### src/rtl/arpeggiator_if.sv
// Key-input, pattern-control and voice-output bundle for the arpeggiator.
// The master side supplies keys and settings; the slave side is the arpeggiator.
interface arpeggiator_if #(
    parameter int unsigned NUM_SLOTS  = 4,
    parameter int unsigned RATE_WIDTH = 16
);
    logic [6:0]                     key_note;
    logic                           key_on;
    logic                           key_off;
    logic [1:0]                     mode;
    logic [RATE_WIDTH-1:0]          step_period;
    logic [RATE_WIDTH-1:0]          gate_length;
    logic [6:0]                     note;
    logic                           gate;
    logic [$clog2(NUM_SLOTS+1)-1:0] held_count;
    logic                           full;

    modport master (
        output key_note, key_on, key_off, mode, step_period, gate_length,
        input  note, gate, held_count, full
    );

    modport slave (
        input  key_note, key_on, key_off, mode, step_period, gate_length,
        output note, gate, held_count, full
    );
endinterface

### src/rtl/arpeggiator.sv
// Arpeggiator: sorted held-key table stepped through up/down/up-down/two-octave patterns.
// Define ARP_LATCH_EN to add i_latch, which holds released keys until latch drops.
module arpeggiator #(
    parameter int unsigned NUM_SLOTS  = 4,
    parameter int unsigned RATE_WIDTH = 16
) (
    input  logic         sample_clock,
    input  logic         rst,
`ifdef ARP_LATCH_EN
    input  logic         i_latch,
`endif
    arpeggiator_if.slave arp
);
    localparam int unsigned CountWidth = $clog2(NUM_SLOTS + 1);
    localparam int unsigned IdxWidth   = $clog2(NUM_SLOTS);

    typedef enum logic {StIdle, StRun} state_e;

    logic [6:0]            r_table [NUM_SLOTS];
    logic [CountWidth-1:0] r_count;
    state_e                r_state;
    logic [RATE_WIDTH-1:0] r_counter;
    logic [IdxWidth-1:0]   r_idx;
    logic                  r_oct, r_dir;
    logic [1:0]            r_prev_mode;
    logic [6:0]            r_note;
    logic                  r_gate;

    logic [6:0]            w_table_next [NUM_SLOTS];
    logic [CountWidth-1:0] w_count_next;
    state_e                w_state_next;
    logic [RATE_WIDTH-1:0] w_counter_next;
    logic [IdxWidth-1:0]   w_idx_next;
    logic                  w_oct_next, w_dir_next, w_updn_dir;
    logic [1:0]            w_prev_mode_next;
    logic [6:0]            w_note_next, w_sel;
    logic                  w_gate_next;
    logic [31:0]           w_n, w_ins, w_hit_idx, w_p, w_g, w_cnt, w_idx, w_nxt, w_sum;
    logic                  w_hit, w_full, w_do_off, w_clear;

    assign w_n    = 32'(r_count);
    assign w_full = (r_count == CountWidth'(NUM_SLOTS));
    assign w_p    = (arp.step_period == '0) ? 32'd1 : 32'(arp.step_period);
    assign w_g    = (arp.gate_length == '0) ? 32'd1 : 32'(arp.gate_length);
    assign w_cnt  = 32'(r_counter);
    assign w_idx  = 32'(r_idx);

`ifdef ARP_LATCH_EN
    logic r_latch;
    assign w_do_off = arp.key_off && !i_latch;
    assign w_clear  = r_latch && !i_latch;
    always_ff @(posedge sample_clock or posedge rst) begin
        if (rst) r_latch <= 1'b0;
        else     r_latch <= i_latch;
    end
`else
    assign w_do_off = arp.key_off;
    assign w_clear  = 1'b0;
`endif

    // Insert position is the number of valid entries below the key.
    always_comb begin
        w_ins     = '0;
        w_hit     = 1'b0;
        w_hit_idx = '0;
        for (int i = 0; i < NUM_SLOTS; i++) begin
            if (32'(i) < w_n) begin
                if (r_table[i] < arp.key_note) w_ins = w_ins + 32'd1;
                if (r_table[i] == arp.key_note) begin
                    w_hit     = 1'b1;
                    w_hit_idx = 32'(i);
                end
            end
        end
    end

    always_comb begin
        w_table_next = r_table;
        w_count_next = r_count;
        if (w_clear) begin
            w_count_next = '0;
        end else if (w_do_off) begin
            if (w_hit) begin
                for (int i = 0; i < NUM_SLOTS - 1; i++) begin
                    if (32'(i) >= w_hit_idx) w_table_next[i] = r_table[i+1];
                end
                w_table_next[NUM_SLOTS-1] = '0;
                w_count_next = r_count - CountWidth'(1);
            end
        end else if (arp.key_on && !w_hit && !w_full) begin
            if (w_ins == 32'd0) w_table_next[0] = arp.key_note;
            for (int i = 1; i < NUM_SLOTS; i++) begin
                if (32'(i) == w_ins)     w_table_next[i] = arp.key_note;
                else if (32'(i) > w_ins) w_table_next[i] = r_table[i-1];
            end
            w_count_next = r_count + CountWidth'(1);
        end
    end

    always_comb begin
        w_state_next     = r_state;
        w_counter_next   = r_counter;
        w_idx_next       = r_idx;
        w_oct_next       = r_oct;
        w_dir_next       = r_dir;
        w_prev_mode_next = r_prev_mode;
        w_note_next      = r_note;
        w_gate_next      = r_gate;
        w_updn_dir       = 1'b0;
        w_nxt            = '0;
        w_sel            = '0;
        w_sum            = '0;
        if (r_count == '0) begin
            w_state_next   = StIdle;
            w_counter_next = '0;
            w_idx_next     = '0;
            w_oct_next     = 1'b0;
            w_dir_next     = 1'b0;
            w_gate_next    = 1'b0;
        end else begin
            w_counter_next = (w_cnt + 32'd1 >= w_p) ? '0 : RATE_WIDTH'(w_cnt + 32'd1);
            if (r_counter == '0) begin
                w_oct_next = 1'b0;
                if (r_state == StIdle) begin
                    w_nxt      = (arp.mode == 2'd1) ? w_n - 32'd1 : 32'd0;
                    w_dir_next = 1'b0;
                end else begin
                    case (arp.mode)
                        2'd0: w_nxt = (w_idx + 32'd1 >= w_n) ? 32'd0 : w_idx + 32'd1;
                        2'd1: w_nxt = (w_idx == 32'd0 || w_idx >= w_n) ? w_n - 32'd1
                                                                        : w_idx - 32'd1;
                        2'd2: begin
                            // Direction restarts ascending when up-down is newly selected.
                            w_updn_dir = (r_prev_mode == 2'd2) ? r_dir : 1'b0;
                            if (w_n == 32'd1) begin
                                w_nxt      = 32'd0;
                                w_dir_next = 1'b0;
                            end else if (!w_updn_dir) begin
                                w_dir_next = !(w_idx + 32'd1 < w_n);
                                w_nxt      = w_dir_next ? w_n - 32'd2 : w_idx + 32'd1;
                            end else if (w_idx == 32'd0) begin
                                w_nxt      = 32'd1;
                                w_dir_next = 1'b0;
                            end else begin
                                w_nxt      = (w_idx >= w_n) ? w_n - 32'd1 : w_idx - 32'd1;
                                w_dir_next = 1'b1;
                            end
                        end
                        default: begin
                            if (w_idx + 32'd1 >= w_n) begin
                                w_nxt      = 32'd0;
                                w_oct_next = !r_oct;
                            end else begin
                                w_nxt      = w_idx + 32'd1;
                                w_oct_next = r_oct;
                            end
                        end
                    endcase
                end
                for (int i = 0; i < NUM_SLOTS; i++) begin
                    if (32'(i) == w_nxt) w_sel = r_table[i];
                end
                w_sum            = 32'(w_sel) + (w_oct_next ? 32'd12 : 32'd0);
                w_note_next      = (w_sum > 32'd127) ? 7'd127 : w_sum[6:0];
                w_gate_next      = 1'b1;
                w_idx_next       = IdxWidth'(w_nxt);
                w_prev_mode_next = arp.mode;
                w_state_next     = StRun;
            end else if (w_cnt == w_g) begin
                w_gate_next = 1'b0;
            end
        end
    end

    always_ff @(posedge sample_clock or posedge rst) begin
        if (rst) begin
            r_table     <= '{default: '0};
            r_count     <= '0;
            r_state     <= StIdle;
            r_counter   <= '0;
            r_idx       <= '0;
            r_oct       <= 1'b0;
            r_dir       <= 1'b0;
            r_prev_mode <= '0;
            r_note      <= '0;
            r_gate      <= 1'b0;
        end else begin
            r_table     <= w_table_next;
            r_count     <= w_count_next;
            r_state     <= w_state_next;
            r_counter   <= w_counter_next;
            r_idx       <= w_idx_next;
            r_oct       <= w_oct_next;
            r_dir       <= w_dir_next;
            r_prev_mode <= w_prev_mode_next;
            r_note      <= w_note_next;
            r_gate      <= w_gate_next;
        end
    end

    assign arp.note       = r_note;
    assign arp.gate       = r_gate;
    assign arp.held_count = r_count;
    assign arp.full       = w_full;
endmodule
### src/flat_wrapper.sv
// flat-port wrapper written by rule: the top's interface ports become plain ports
module arpeggiator_flat 
#(
    parameter int unsigned NUM_SLOTS  = 4,
    parameter int unsigned RATE_WIDTH = 16
)
  (sample_clock, rst, arp_key_note, arp_key_on, arp_key_off, arp_mode, arp_step_period, arp_gate_length, arp_note, arp_gate, arp_held_count, arp_full);
  arpeggiator_if #(.NUM_SLOTS(NUM_SLOTS), .RATE_WIDTH(RATE_WIDTH)) arp_i ();
  input  logic sample_clock;
  input  logic rst;
  input wire logic [$bits(arp_i.key_note)-1:0] arp_key_note;
  input wire logic [$bits(arp_i.key_on)-1:0] arp_key_on;
  input wire logic [$bits(arp_i.key_off)-1:0] arp_key_off;
  input wire logic [$bits(arp_i.mode)-1:0] arp_mode;
  input wire logic [$bits(arp_i.step_period)-1:0] arp_step_period;
  input wire logic [$bits(arp_i.gate_length)-1:0] arp_gate_length;
  output wire logic [$bits(arp_i.note)-1:0] arp_note;
  output wire logic [$bits(arp_i.gate)-1:0] arp_gate;
  output wire logic [$bits(arp_i.held_count)-1:0] arp_held_count;
  output wire logic [$bits(arp_i.full)-1:0] arp_full;
  assign arp_i.key_note = arp_key_note;
  assign arp_i.key_on = arp_key_on;
  assign arp_i.key_off = arp_key_off;
  assign arp_i.mode = arp_mode;
  assign arp_i.step_period = arp_step_period;
  assign arp_i.gate_length = arp_gate_length;
  assign arp_note = arp_i.note;
  assign arp_gate = arp_i.gate;
  assign arp_held_count = arp_i.held_count;
  assign arp_full = arp_i.full;
  arpeggiator #(.NUM_SLOTS(NUM_SLOTS), .RATE_WIDTH(RATE_WIDTH)) u_core (.sample_clock(sample_clock), .rst(rst), .arp(arp_i));
endmodule
### config.mk
export PLATFORM = sky130hd
export DESIGN_NAME = arpeggiator_flat
export DESIGN_NICKNAME = d
export VERILOG_FILES = /design/src/rtl/arpeggiator_if.sv /design/src/rtl/arpeggiator.sv /design/src/flat_wrapper.sv
export SDC_FILE = /design/constraint.sdc
export NUM_CORES = 1
export LEC_CHECK = 0
export CELL_PAD_IN_SITES_DETAIL_PLACEMENT = 0
export CELL_PAD_IN_SITES_GLOBAL_PLACEMENT = 1
export CORE_ASPECT_RATIO = 1.4
export CORE_MARGIN = 4
export CORE_UTILIZATION = 30
export DETAILED_ROUTE_END_ITERATION = 7
export PLACE_DENSITY = 0.62
export REMOVE_ABC_BUFFERS = 1
export SYNTH_ARGS = -nofsm -noshare
export SYNTH_HDL_FRONTEND = slang
export SYNTH_SLANG_ARGS = --single-unit
### constraint.sdc
create_clock -name sample_clock -period 10.5 [get_ports sample_clock]
set_clock_uncertainty 0.1 [all_clocks]
set_input_delay 2.1 -clock sample_clock [delete_from_list [all_inputs] [get_ports sample_clock]]
set_output_delay 2.1 -clock sample_clock [all_outputs]
set_load 0.02 [all_outputs]
==> run_results.csv <==
group,metric,value,unit
clock_network,clock_sinks,62,
sta,fin_crit_sh,66.2,%
critical_path,cpMostUsedCell,"ha_1",
critical_path,crit_path_start,"arp_key_note[1]",
placement,post-dp-hpwl,13200,µm
placement,numPlacedInstances,923,
clock_network,postCtsSetupBuffers,0,
clock_network,ctsRootBufferMaster,"clkbuf_16",
routing,via_count,4849,
global_routing,overflow,0,
clock_network,cts_inserted_buffers,9,
final_layout,instances_no_fill,939,
logic_synthesis,synth.cell_area,5690,µm²
sta,hold_viol,0,
critical_path,critPathMaxStageDelay,560,ps
logic_synthesis,synth-edff-count,0,
sta,clock.fmax,0.144,GHz
critical_path,reg2reg_to,"u_core.r_table[15]$_DFFE_PP0P_",
logic_synthesis,avgSynthCellArea,8.93,µm²
floorplan,die_x,124,µm
power,peakVddDrop,150,µV
logic_synthesis,synth.most_common_cell,"ha_1",
critical_path,worstSetupEndpoint,"u_core.r_table[15]$_DFFE_PP0P_",
floorplan,rows,59,
routing,ant_nets,0,
critical_path,rrSetupSlack,5580,ps
global_routing,grt_pass1_vias,5070,
power,power.internal,1.23,mW
sta,finalSetupViolCount,0,
logic_synthesis,synthFlopType,"dfrtp_1",
critical_path,timing.rr.start,"u_core.r_table[15]$_DFFE_PP0P_",
logic_synthesis,synth_common_cells,"ha_1 (68), dfrtp_1 (62), inv_1 (53), mux2i_1 (50), nand2_1 (45)",
critical_path,r2r.worst_path.cells,21,
global_routing,grt_first_pass_wirelength,27000,µm
floorplan,core,18600,µm²
clock_network,cts_resized,0,
logic_synthesis,netlist_top_cells_area,"dfrtp_1 (27%), ha_1 (15%), mux2i_1 (8.8%)",
final_layout,final_area,6800,µm²
routing,drt_iter0_drc,184,
routing,via_per_inst,5.16,
logic_synthesis,synth.distinct_cells,67,
logic_synthesis,yosys_warnings,0,
placement,placed_area,6490,µm²
hold_path,hold_path_class,"flop to flop",
job,timing.max_cap.violations,0,
floorplan,die_h,171,µm
logic_synthesis,async_flop_share,100,%
final_layout,final_layout_size_suffix_gt1_share,5.76,%
final_layout,num_antenna_cells,0,
logic_synthesis,ys_ff_latch,62,
clock_network,cts_buffer_depth,2,
power,power_frac_seq,19.8,%
floorplan,ios,57,
critical_path,crit_path_end_kind,"flop",
power,p_comb_share,67.1,%
sta,tightest_slew,1130,ps
critical_path,worstPathRequired,10660,ps
sta,period_minus_slack,6960,ps
placement,gp_congestion,0.841,
final_layout,final_core_util,36.5,%
final_layout,nets,804,
power,p_sw_share,47.8,%
logic_synthesis,synth_top_area_share,27.3,%
hold_path,holdPathStages,2,
power,clock_power_share,13.1,%
critical_path,cp_cell_sequence,"clkdlybuf4s50_1 > inv_1 > ha_1 > nor2b_1 > o21ai_0 > nand2b_1 > a21oi_1 > nor2b_1 > o21ai_0 > nand2b_1 > a21oi_1 > ha_1 > nand2_1 > o31a_1 > nand2_2 > ha_1 > mux2_4 > ha_1 > mux2_2 > a2111oi_4 > buf_4 > nand2_1 > o21ai_1",
sta,rsz0062_at_grt,"no",
sta,finalMaxSlewViolations,0,
run_status,status,"finished clean",
routing,drtPass1Iterations,4,
placement,place.port_buffers,56,
logic_synthesis,synth_cells,637,
routing,routed_wl,16500,µm
power,switchingPower,1.13,mW
clock_network,cts_tree,"built",
critical_path,crit_slowest_cell,"clkdlybuf4s50_1",
logic_synthesis,yosysTopAreaCell,"dfrtp_1",
floorplan,die-area,21300,µm²
routing,wl_per_cell,17.6,µm
power,cellLeakagePower,3.11,nW
routing,drc,0,
sta,max_slew_margin,24.3,%
clock_network,holdBufCountCts,0,
logic_synthesis,ys_seq_area_share,27.3,%
power,power.total,2.35,mW
power,p_per_area,346,nW/µm²
final_layout,nFillCells,1942,
global_routing,antenna_found_initial,0,
sta,setup_tns,0,ps
global_routing,grt_max_degree,63,
critical_path,start_kind,"input pin",
critical_path,path_max_fanout,22,
critical_path,critical_path_class,"input pin to flop",
clock_network,htreeDepth,3,
clock_network,insertion_delay,340,ps
clock_network,clk_pin_slew,50,ps
global_routing,grt_usage,15.9,%
floorplan,start_util,30.6,%
critical_path,worstPathArrival,7110,ps
final_layout,area_delta_synth_final,19.5,%
[worst max-delay path: cells and delay by family]
family | cells | cell delay, ps
AO/OA/AOI/OAI | 7 | 1440
adder cells (fa/ha/maj) | 4 | 1170
buffers and inverters | 3 | 1010
AND/OR/NAND/NOR | 7 | 760
multiplexers | 2 | 630
[registers in the layout, summed over array words and instances (netlist names)]
signal,cells
u_core.r_table,28
u_core.r_counter,16
u_core.arp.note,7
u_core.arp.held_count,3
u_core.r_idx,2
u_core.r_prev_mode,2
u_core.arp.gate,1
u_core.r_dir,1
u_core.r_oct,1
u_core.r_state,1
[final cells by class]
cell class / count / area (µm²) / share of cell area, %
repair buffers: 60 / 591 / 8.69
inverters: 53 / 199 / 2.93
well taps: 244 / 305 / 4.49
clock buffers: 13 / 260 / 3.83
flip-flops and latches: 62 / 1550 / 22.8
multi-input cells: 504 / 3850 / 56.6
clock inverters: 3 / 42.5 / 0.626
[logic make-up (layout without fill, tap and decap cells)]
group           Yosys count  count (layout)  synth area share, %
flops                    62              62                 27.3
fa+ha+maj                69              69                 15.3
compound gates          139             139                 17.0
buf+inv                  71             129                 5.06
mux                      57              57                 10.3
xor+xnor                 38              38                 6.34
simple gates            201             201                 18.8
[placed cells by master (no fill, tap or decap), types with 3 or more instances in the layout]
cell type / instances
o21a_1: 3
nand4_1: 10
clkdlybuf4s50_1: 56
o31ai_1: 3
a21oi_1: 33
buf_4: 4
nand2_1: 45
xor2_1: 18
nand3_1: 17
mux2i_1: 50
xnor2_1: 18
a31oi_1: 7
o221ai_1: 8
dfrtp_1: 62
a21o_1: 12
and2_1: 7
and3_1: 9
o211ai_1: 9
nor2b_1: 26
clkbuf_16: 9
nor3_1: 9
o21ai_1: 15
a211oi_1: 6
nand2b_1: 14
inv_1: 52
nor2_1: 35
and4_1: 3
nor4_1: 12
o21ai_0: 18
ha_1: 68
mux2_2: 5
[per-layer routing]
layer  share of wire [%]  global-route usage [%]
met1                  42                    18.6
met2                  52                    29.4
met3                 3.7                    2.19
met4                 1.8                    6.34
met5                   0                       0
[worst min-delay path by stage]
stage | slack [ps] | start | endpoint
global route | 420 | u_core.r_prev_mode[1]$_DFFE_PP0P_ | u_core.r_prev_mode[1]$_DFFE_PP0P_
detailed placement | 390 | u_core.r_prev_mode[1]$_DFFE_PP0P_ | u_core.r_prev_mode[1]$_DFFE_PP0P_
global placement | 380 | u_core.arp.note[5]$_DFFE_PP0P_ | u_core.arp.note[5]$_DFFE_PP0P_
CTS | 410 | u_core.r_prev_mode[1]$_DFFE_PP0P_ | u_core.r_prev_mode[1]$_DFFE_PP0P_
finish | 400 | u_core.r_prev_mode[1]$_DFFE_PP0P_ | u_core.r_prev_mode[1]$_DFFE_PP0P_
floorplan | 360 | u_core.r_prev_mode[0]$_DFFE_PP0P_ | u_core.r_prev_mode[0]$_DFFE_PP0P_
[metrics by stage]
step | hold WS (ps) | setup slack (ps)
6_report | 403 | 3540
5_1_grt | 421 | 3290
4_1_cts | 406 | 3580
3_5_place_dp | 394 | 3230
3_3_place_gp | 376 | 3320
2_1_floorplan | 355 | 3930
[power groups by stage]
| stage | Sequential [mW] | Clock, mW | Combinational, mW |
|---|---|---|---|
| floorplan | 0.444 | 0 | 1.16 |
| global placement | 0.467 | 0 | 1.55 |
| detailed placement | 0.466 | 0 | 1.58 |
| CTS | 0.464 | 0.316 | 1.59 |
| global route | 0.480 | 0.328 | 1.74 |
| finish | 0.465 | 0.309 | 1.58 |
Note: power is estimated with default switching activity, not from simulation.
